[config.mk]
export PLATFORM = sky130hd
export DESIGN_NAME = window_taps
export DESIGN_NICKNAME = d
export VERILOG_FILES = /design/src/rtl/window_taps.sv
export SDC_FILE = /design/constraint.sdc
export NUM_CORES = 1
export LEC_CHECK = 0
export CORE_MARGIN = 2
export CORE_UTILIZATION = 40
export CTS_CLUSTER_SIZE = 20
export DETAILED_ROUTE_END_ITERATION = 8
export PLACE_DENSITY = 0.69
export SLEW_MARGIN = 20
export SYNTH_ARGS = -nofsm -noshare
export SYNTH_HDL_FRONTEND = slang
export SYNTH_SLANG_ARGS = --single-unit
[constraint.sdc]
create_clock -name clk -period 4.25 [get_ports clk]
set_clock_uncertainty 0.1 [all_clocks]
set_input_delay 0.85 -clock clk [delete_from_list [all_inputs] [get_ports clk]]
set_output_delay 0.85 -clock clk [all_outputs]
set_load 0.005 [all_outputs]
[src/rtl/window_taps.sv]
// Column-tap generator: turns a raster-order binary feature map into vertical
// K-pixel columns {row r-2, row r-1, row r} for the 3x3 binary conv core.
module window_taps #(
    parameter int unsigned K    = 3,
    parameter int unsigned W_L1 = 28,
    parameter int unsigned W_L2 = 26
) (
    input  logic         clk,
    input  logic         rstn,
    input  logic         start,
    input  logic         state,
    input  logic         din_valid,
    input  logic         din,
    output logic [K-1:0] taps,
    output logic         tvalid,
    output logic         wvalid,
    output logic [4:0]   col,
    output logic [4:0]   row,
    output logic         done
);

    localparam int unsigned CW = 5;
    localparam int unsigned NB = K - 1;

    localparam logic [2:0] S_IDLE   = 3'd0;
    localparam logic [2:0] S_FILL   = 3'd1;
    localparam logic [2:0] S_STREAM = 3'd2;
    localparam logic [2:0] S_DONE   = 3'd3;
    localparam logic [2:0] S_HOLD   = 3'd4;

    logic [2:0]    fsm_q, fsm_d;
    logic          ni_sel_q, ni_sel_d;
    logic [CW-1:0] col_cnt_q, col_cnt_d;
    logic [CW-1:0] row_cnt_q, row_cnt_d;
    logic [CW-1:0] col_q, col_d;
    logic [CW-1:0] row_q, row_d;
    logic [K-1:0]  taps_q, taps_d;
    logic          tvalid_q, tvalid_d;
    logic          wvalid_q, wvalid_d;
    logic          done_q, done_d;

    logic [NB-1:0][W_L1-1:0] lb_q;
    logic [NB-1:0]           lb_tap;
    logic [NB-1:0]           lb_in;
    logic [K-1:0]            col_vec;
    logic [CW-1:0]           ni_m1;
    logic                    col_last;
    logic                    row_last;
    logic                    pix_acc;

    // Tap each line buffer at Ni-1 so it delivers the pixel exactly one row back.
    always_comb begin
        lb_tap = '0;
        lb_in  = '0;
        for (int j = 0; j < int'(NB); j++) begin
            lb_tap[j] = ni_sel_q ? lb_q[j][W_L2-1] : lb_q[j][W_L1-1];
        end
        lb_in[0] = din;
        for (int j = 1; j < int'(NB); j++) begin
            lb_in[j] = lb_tap[j-1];
        end
    end

    assign col_vec  = {lb_tap, din};
    assign ni_m1    = ni_sel_q ? CW'(W_L2 - 1) : CW'(W_L1 - 1);
    assign col_last = (col_cnt_q == ni_m1);
    assign row_last = (row_cnt_q == ni_m1);
    assign pix_acc  = start && din_valid && ((fsm_q == S_FILL) || (fsm_q == S_STREAM));

    // Line buffers: cascaded shift registers advancing only on accepted pixels.
    for (genvar g = 0; g < int'(NB); g++) begin : g_lb
        always_ff @(posedge clk) begin
            if (pix_acc) begin
                lb_q[g] <= {lb_q[g][W_L1-2:0], lb_in[g]};
            end
        end
    end

    // Next-state and registered-output logic for the frame sequencer.
    always_comb begin
        fsm_d     = fsm_q;
        ni_sel_d  = ni_sel_q;
        col_cnt_d = col_cnt_q;
        row_cnt_d = row_cnt_q;
        col_d     = col_q;
        row_d     = row_q;
        taps_d    = taps_q;
        tvalid_d  = 1'b0;
        wvalid_d  = 1'b0;
        done_d    = 1'b0;

        if (!start) begin
            fsm_d     = S_IDLE;
            col_cnt_d = '0;
            row_cnt_d = '0;
        end else begin
            case (fsm_q)
                S_IDLE: begin
                    fsm_d     = S_FILL;
                    ni_sel_d  = state;
                    col_cnt_d = '0;
                    row_cnt_d = '0;
                end
                S_FILL, S_STREAM: begin
                    if (din_valid) begin
                        taps_d = col_vec;
                        col_d  = col_cnt_q;
                        row_d  = row_cnt_q;
                        if (col_last) begin
                            col_cnt_d = '0;
                            row_cnt_d = row_cnt_q + CW'(1);
                        end else begin
                            col_cnt_d = col_cnt_q + CW'(1);
                        end
                        if (fsm_q == S_FILL) begin
                            if (col_last && (row_cnt_q == CW'(K - 2))) begin
                                fsm_d = S_STREAM;
                            end
                        end else begin
                            tvalid_d = 1'b1;
                            wvalid_d = (col_cnt_q >= CW'(K - 1));
                            if (col_last && row_last) begin
                                fsm_d = S_DONE;
                            end
                        end
                    end
                end
                S_DONE: begin
                    done_d = 1'b1;
                    fsm_d  = S_HOLD;
                end
                S_HOLD: begin
                    fsm_d = S_HOLD;
                end
                default: begin
                    fsm_d = S_IDLE;
                end
            endcase
        end
    end

    // State and output registers.
    always_ff @(posedge clk or negedge rstn) begin
        if (!rstn) begin
            fsm_q     <= S_IDLE;
            ni_sel_q  <= 1'b0;
            col_cnt_q <= '0;
            row_cnt_q <= '0;
            col_q     <= '0;
            row_q     <= '0;
            taps_q    <= '0;
            tvalid_q  <= 1'b0;
            wvalid_q  <= 1'b0;
            done_q    <= 1'b0;
        end else begin
            fsm_q     <= fsm_d;
            ni_sel_q  <= ni_sel_d;
            col_cnt_q <= col_cnt_d;
            row_cnt_q <= row_cnt_d;
            col_q     <= col_d;
            row_q     <= row_d;
            taps_q    <= taps_d;
            tvalid_q  <= tvalid_d;
            wvalid_q  <= wvalid_d;
            done_q    <= done_d;
        end
    end

    assign taps   = taps_q;
    assign tvalid = tvalid_q;
    assign wvalid = wvalid_q;
    assign col    = col_q;
    assign row    = row_q;
    assign done   = done_q;

endmodule

Word level (Yosys, flattened, before mapping)

Cells that the tools add are included.

Register bits after elaboration: 86
Output and inout port bits: 16
Input bits: 6
Word-level logic and storage cells: 67
Bits in read-only memories: 0
Memories: 0
Memory bits (writable): 0
Latch bits: 0

Bitwise logic cells: 0
Reductions and logical operators: 13
Mux-type cells: 27
Equality and inequality tests: 12
Add/subtract/negate cells: 2
Shift operators: 0
Divide/modulo/power cells: 0
$mul: 0
Magnitude comparators: 1

Operators by type and width:

| cell                  | count |
|---|---|
| $mux W5               | 6 |
| $pmux W5 S2           | 2 |
| $mux W3               | 5 |
| $mux W1               | 12 |
| $add A5 B1 Y5 const B | 2 |
| $eq A5 B5 Y1          | 2 |
| $pmux W3 S3           | 1 |
| $reduce_and A3 Y1     | 3 |
| $ne A4 B4 Y1 const B  | 2 |
| $eq A3 B2 Y1 const B  | 2 |
| $ne A3 B3 Y1 const B  | 2 |
| $eq A5 B1 Y1 const B  | 1 |
| $ge A5 B2 Y1 const B  | 1 |
| $logic_and A1 B1 Y1   | 4 |
| $reduce_and A2 Y1     | 2 |
| $reduce_or A2 Y1      | 2 |
| $eq A3 B1 Y1 const B  | 1 |
| $eq A3 B3 Y1 const B  | 1 |
| $logic_not A3 Y1      | 1 |
| $ne A3 B1 Y1 const B  | 1 |
| $mux W2               | 1 |
| $logic_or A1 B1 Y1    | 1 |

Logic depth before layout (Yosys ltp)

Depth after elaboration: 8
Gate-level depth with buffers: 7
Mapped depth without buffers: 6

Least setup slack after synthesis

No wires, ideal clock.

Path kind: input to register
Start: input start
End: register lb_q[0] in the netlist's numbering, enable pin
Setup time: 0.410 ns
Arrival: 2.658 ns
Slack: 1.082 ns
Stages: 5
Path buffers: 2
Data required time: 3.740 ns
Path through: nand2b_1 or3b_1 clkbuf_1 clkbuf_1 inv_1

Cells in the longest elaborated chain, start to end: 2

RTL lines:

| what                             | RTL line | RTL |
|---|---|---|
| start: declaration               | 10       | `input logic start,` |
| $logic_and A1 B1 Y1 (2 in a row) | 68       | `assign pix_acc = start && din_valid && ((fsm_q == S_FILL) \|\| (fsm_q == S_STREAM));` |
| via pix_acc                      | 49       | `logic pix_acc;` |
| end signal: indexed assignment   | 74       | `lb_q[g] <= {lb_q[g][W_L1-2:0], lb_in[g]};` |
| end: declaration                 | 42       | `logic [NB-1:0][W_L1-1:0] lb_q;` |

The timed path passes the listed nets, and every way through them passes these cells.
A chain may end at the register's enable or synchronous reset.

Final worst setup path

Start: input start
End: register lb_q[2] in the netlist's numbering, enable pin

The elaborated chain is that of the path after synthesis.

==> metrics.yaml <==
power:
  combPwrFrac_pct: 4.2
  ir_worst_vdd_mv: 0.1990
  p_leak_nw: 1.349
  p_sw_share_pct: 23.61
  finalPower_mw: 1.541
  power_frac_seq_pct: 60.4
  p_int_mw: 1.177
  p_per_area_nw_per_um2: 421.8
  pwr-share-clk_pct: 35.4
  switching_power_mw: 0.3638
run:
  cap_violations: 0
detailed_routing:
  drt_iter0_markers: 133
  routed_wl_um: 4651
  drtPass1Iterations: 4
  routedWlPerCell_um: 14.18
  post-route-drc-count: 0
  via_count: 1606
  postRouteAntennaNets: 0
  viasPerCell: 4.896
clocking:
  clk_pin_slew_ps: 100
  cts-root-buf: "clkbuf_8"
  cts_inserted_buffers: 9
  cts_tree: "done"
  cts_resized: 0
  clkLatencyLatePin_ps: 350
  hold_buffers: 0
  cts_post_setup_buffers_inserted: 0
  cts_sinks: 86
  htreeDepth: 3
  cts_buffer_depth: 2
timing:
  tightest_slew_ps: 644.9
  timing.final.crit_share_pct: 69.13
  fmax_mhz: 340.4
  slew_headroom_pct: 57.01
  setup_viol: 0
  slew_violations: 0
  finalHoldViolCount: 0
  fin_crit_ps: 2938
  fin_setup_tns_ps: 0
  grt_setup_unrepaired: "false"
floorplan:
  die-area_um2: 8547
  io_pins: 22
  die_w_um: 92.45
  core_um2: 7647
  initial_core_util_pct: 40.92
  rows: 32
  die_y_um: 92.45
worst_setup_path:
  r2r_cells: 5
  start_kind: "primary input"
  cp.required_ps: 4140
  cp.arrival_ps: 2830
  critPathBufInv: 4
  slowest_stage: "buf_4"
  cp_common_cell: "buf_4"
  cp.depth: 6
  crit_fanout: 56
  path_cells: "clkdlybuf4s50_1 > nand2b_1 > or3b_1 > buf_4 > inv_2 > buf_4"
  endpoint_kind: "register"
  worstSetupPathType: "primary input to register"
  critPathMaxStageDelay_ps: 520
  critical_path.top_delay_family: "buffers and inverters"
finish:
  most-common-layout-cells: "56 x edfxtp_1, 30 x dfrtp_1, 21 x clkdlybuf4s50_1"
  syn2layout_area_growth_pct: 16.75
  layout.cells.most_common: "edfxtp_1"
  final_nets: 231
  layoutNonFillerInstCount: 328
  drive_above_1_share_pct: 14.16
  n_antenna_cell: 0
synth:
  ys_seq_area_share_pct: 77.73
  ys_types: 33
  synth-seq-cells: 86
  synthCells: 193
  syn_avg_cell_area_um2: 16.21
  synth-warning-count: 0
  syn_nets: 203
  synth_area_um2: 3129
global_route:
  first_global_vias: 1515
  grt_pass1_wl_um: 7679
  gr-usage-met3_pct: 3.580
  grt.overflow.total: 0
  antenna_found_initial: 0
  grt_start_max_net_pins: 57
  track_usage_pct: 11.82
  use_met1_pct: 18.03
  grt_use_met2_pct: 14.66
  top_usage_layer: "met1"
place:
  dp.cells: 312
  io_buffers: 21
  dp_hpwl_um: 2823
  gp_congestion: 0.7898
min_path:
  hold_class: "register to register"
  min_delay_path_depth: 0
run_status:
  status: "complete, no violations"
-- layout make-up --
type                            count  area [um^2]
Clock buffer                        9        123.9
Clock inverter                      7        72.57
Fill cell                         632         3994
Inverter                            7        26.28
Multi-Input combinational cell     92        630.6
Sequential cell                    86         2432
Tap cell                          102        127.6
Timing Repair Buffer               25        240.2
-- worst paths after layout --
path | startpoint | end | slack [ps]
setup / recovery | start | lb_q[2] | 1310
hold / removal | lb_q[7] | lb_q[8] | 320
setup reg to reg | fsm_q[2] | lb_q[2] | 1800
hold reg to reg | lb_q[7] | lb_q[8] | 320
max in group asynchronous | rstn | col_cnt_q[1] | 2990
min in group asynchronous | rstn | row[4] | 790
-- synth_stat cells, drive strengths merged --
cell,count,area share (%)
mux2,10,3.6
o211ai,2,0.48
inv,7,0.84
or3,1,0.20
o21ai,15,2.4
o22ai,2,0.40
nor3b,1,0.24
nor2,3,0.36
ha,4,1.6
or4,5,1.2
mux2i,1,0.32
nand3,8,1.3
a2111oi,1,0.28
nor3,2,0.32
xor2,2,0.56
and4b,1,0.32
a211oi,1,0.24
clkbuf,4,0.48
a21oi,3,0.48
o31ai,3,0.72
nor4bb,1,0.32
dfrtp,30,24
nand2,12,1.4
o21a,1,0.24
edfxtp,56,54
and2,2,0.40
or3b,1,0.28
xnor2,1,0.52
and3,1,0.20
buf,4,0.80
nand2b,6,1.2
a311oi,2,0.56
-- state kept, by name, indices dropped and copies added (netlist names) --
register and cells:
taps 3, row_cnt_q 5, fsm_q 3, lb_q 56
tvalid 1, done 1, ni_sel_q 1, col_cnt_q 5
wvalid 1, row 5, col 5
-- worst reg2reg max path, stage by stage, from the launching register on --
cell	delay (ps)
dfrtp_1	420
nand2b_1	320
or3b_1	430
buf_4	220
inv_2	70
buf_4	520
-- power by group through the flow --
stage,registers (mW),logic (mW),clock network [mW]
6_report,0.930,0.0654,0.545
5_1_grt,0.933,0.0733,0.596
4_1_cts,0.931,0.0666,0.564
3_5_place_dp,0.948,0.0667,0
3_3_place_gp,0.948,0.0656,0
2_1_floorplan,0.941,0.0360,0
-- metal layers --
layer	share of wire (%)	up-vias	wire, um
met2	42	39	1950
li1	-	774	-
met4	2.2	0	102
met1	50	782	2345
met5	0	-	0
met3	5.4	11	253
-- logic make-up (layout without fill, tap and decap cells) --
group                    Yosys count  after routing  share of synthesized area [%]
flip-flops                        86             86                          77.73
AND/OR/NAND/NOR                   44             44                          7.757
AO/OA/AOI/OAI                     30             30                          5.798
buffers and inverters             15             48                          2.119
multiplexers                      11             11                          3.919
adder cells (fa/ha/maj)            4              4                          1.599
XOR/XNOR                           3              3                          1.080
-- stage by stage --
stage / hold WS, ps / area [um^2] / utilization (%) / setup WS (ps)
2_1_floorplan: 300.3 / 3129 / - / 1082
3_3_place_gp: 305.1 / 3457 / 45.21 / 1007
3_5_place_dp: 304.5 / 3457 / 45.21 / 932.6
4_1_cts: 327.5 / 3654 / 47.77 / 1323
5_1_grt: 334.1 / 3654 / 47.77 / 1163
6_report: 323.0 / 3654 / 47.77 / 1312
Power figures use the tool's default switching activity.
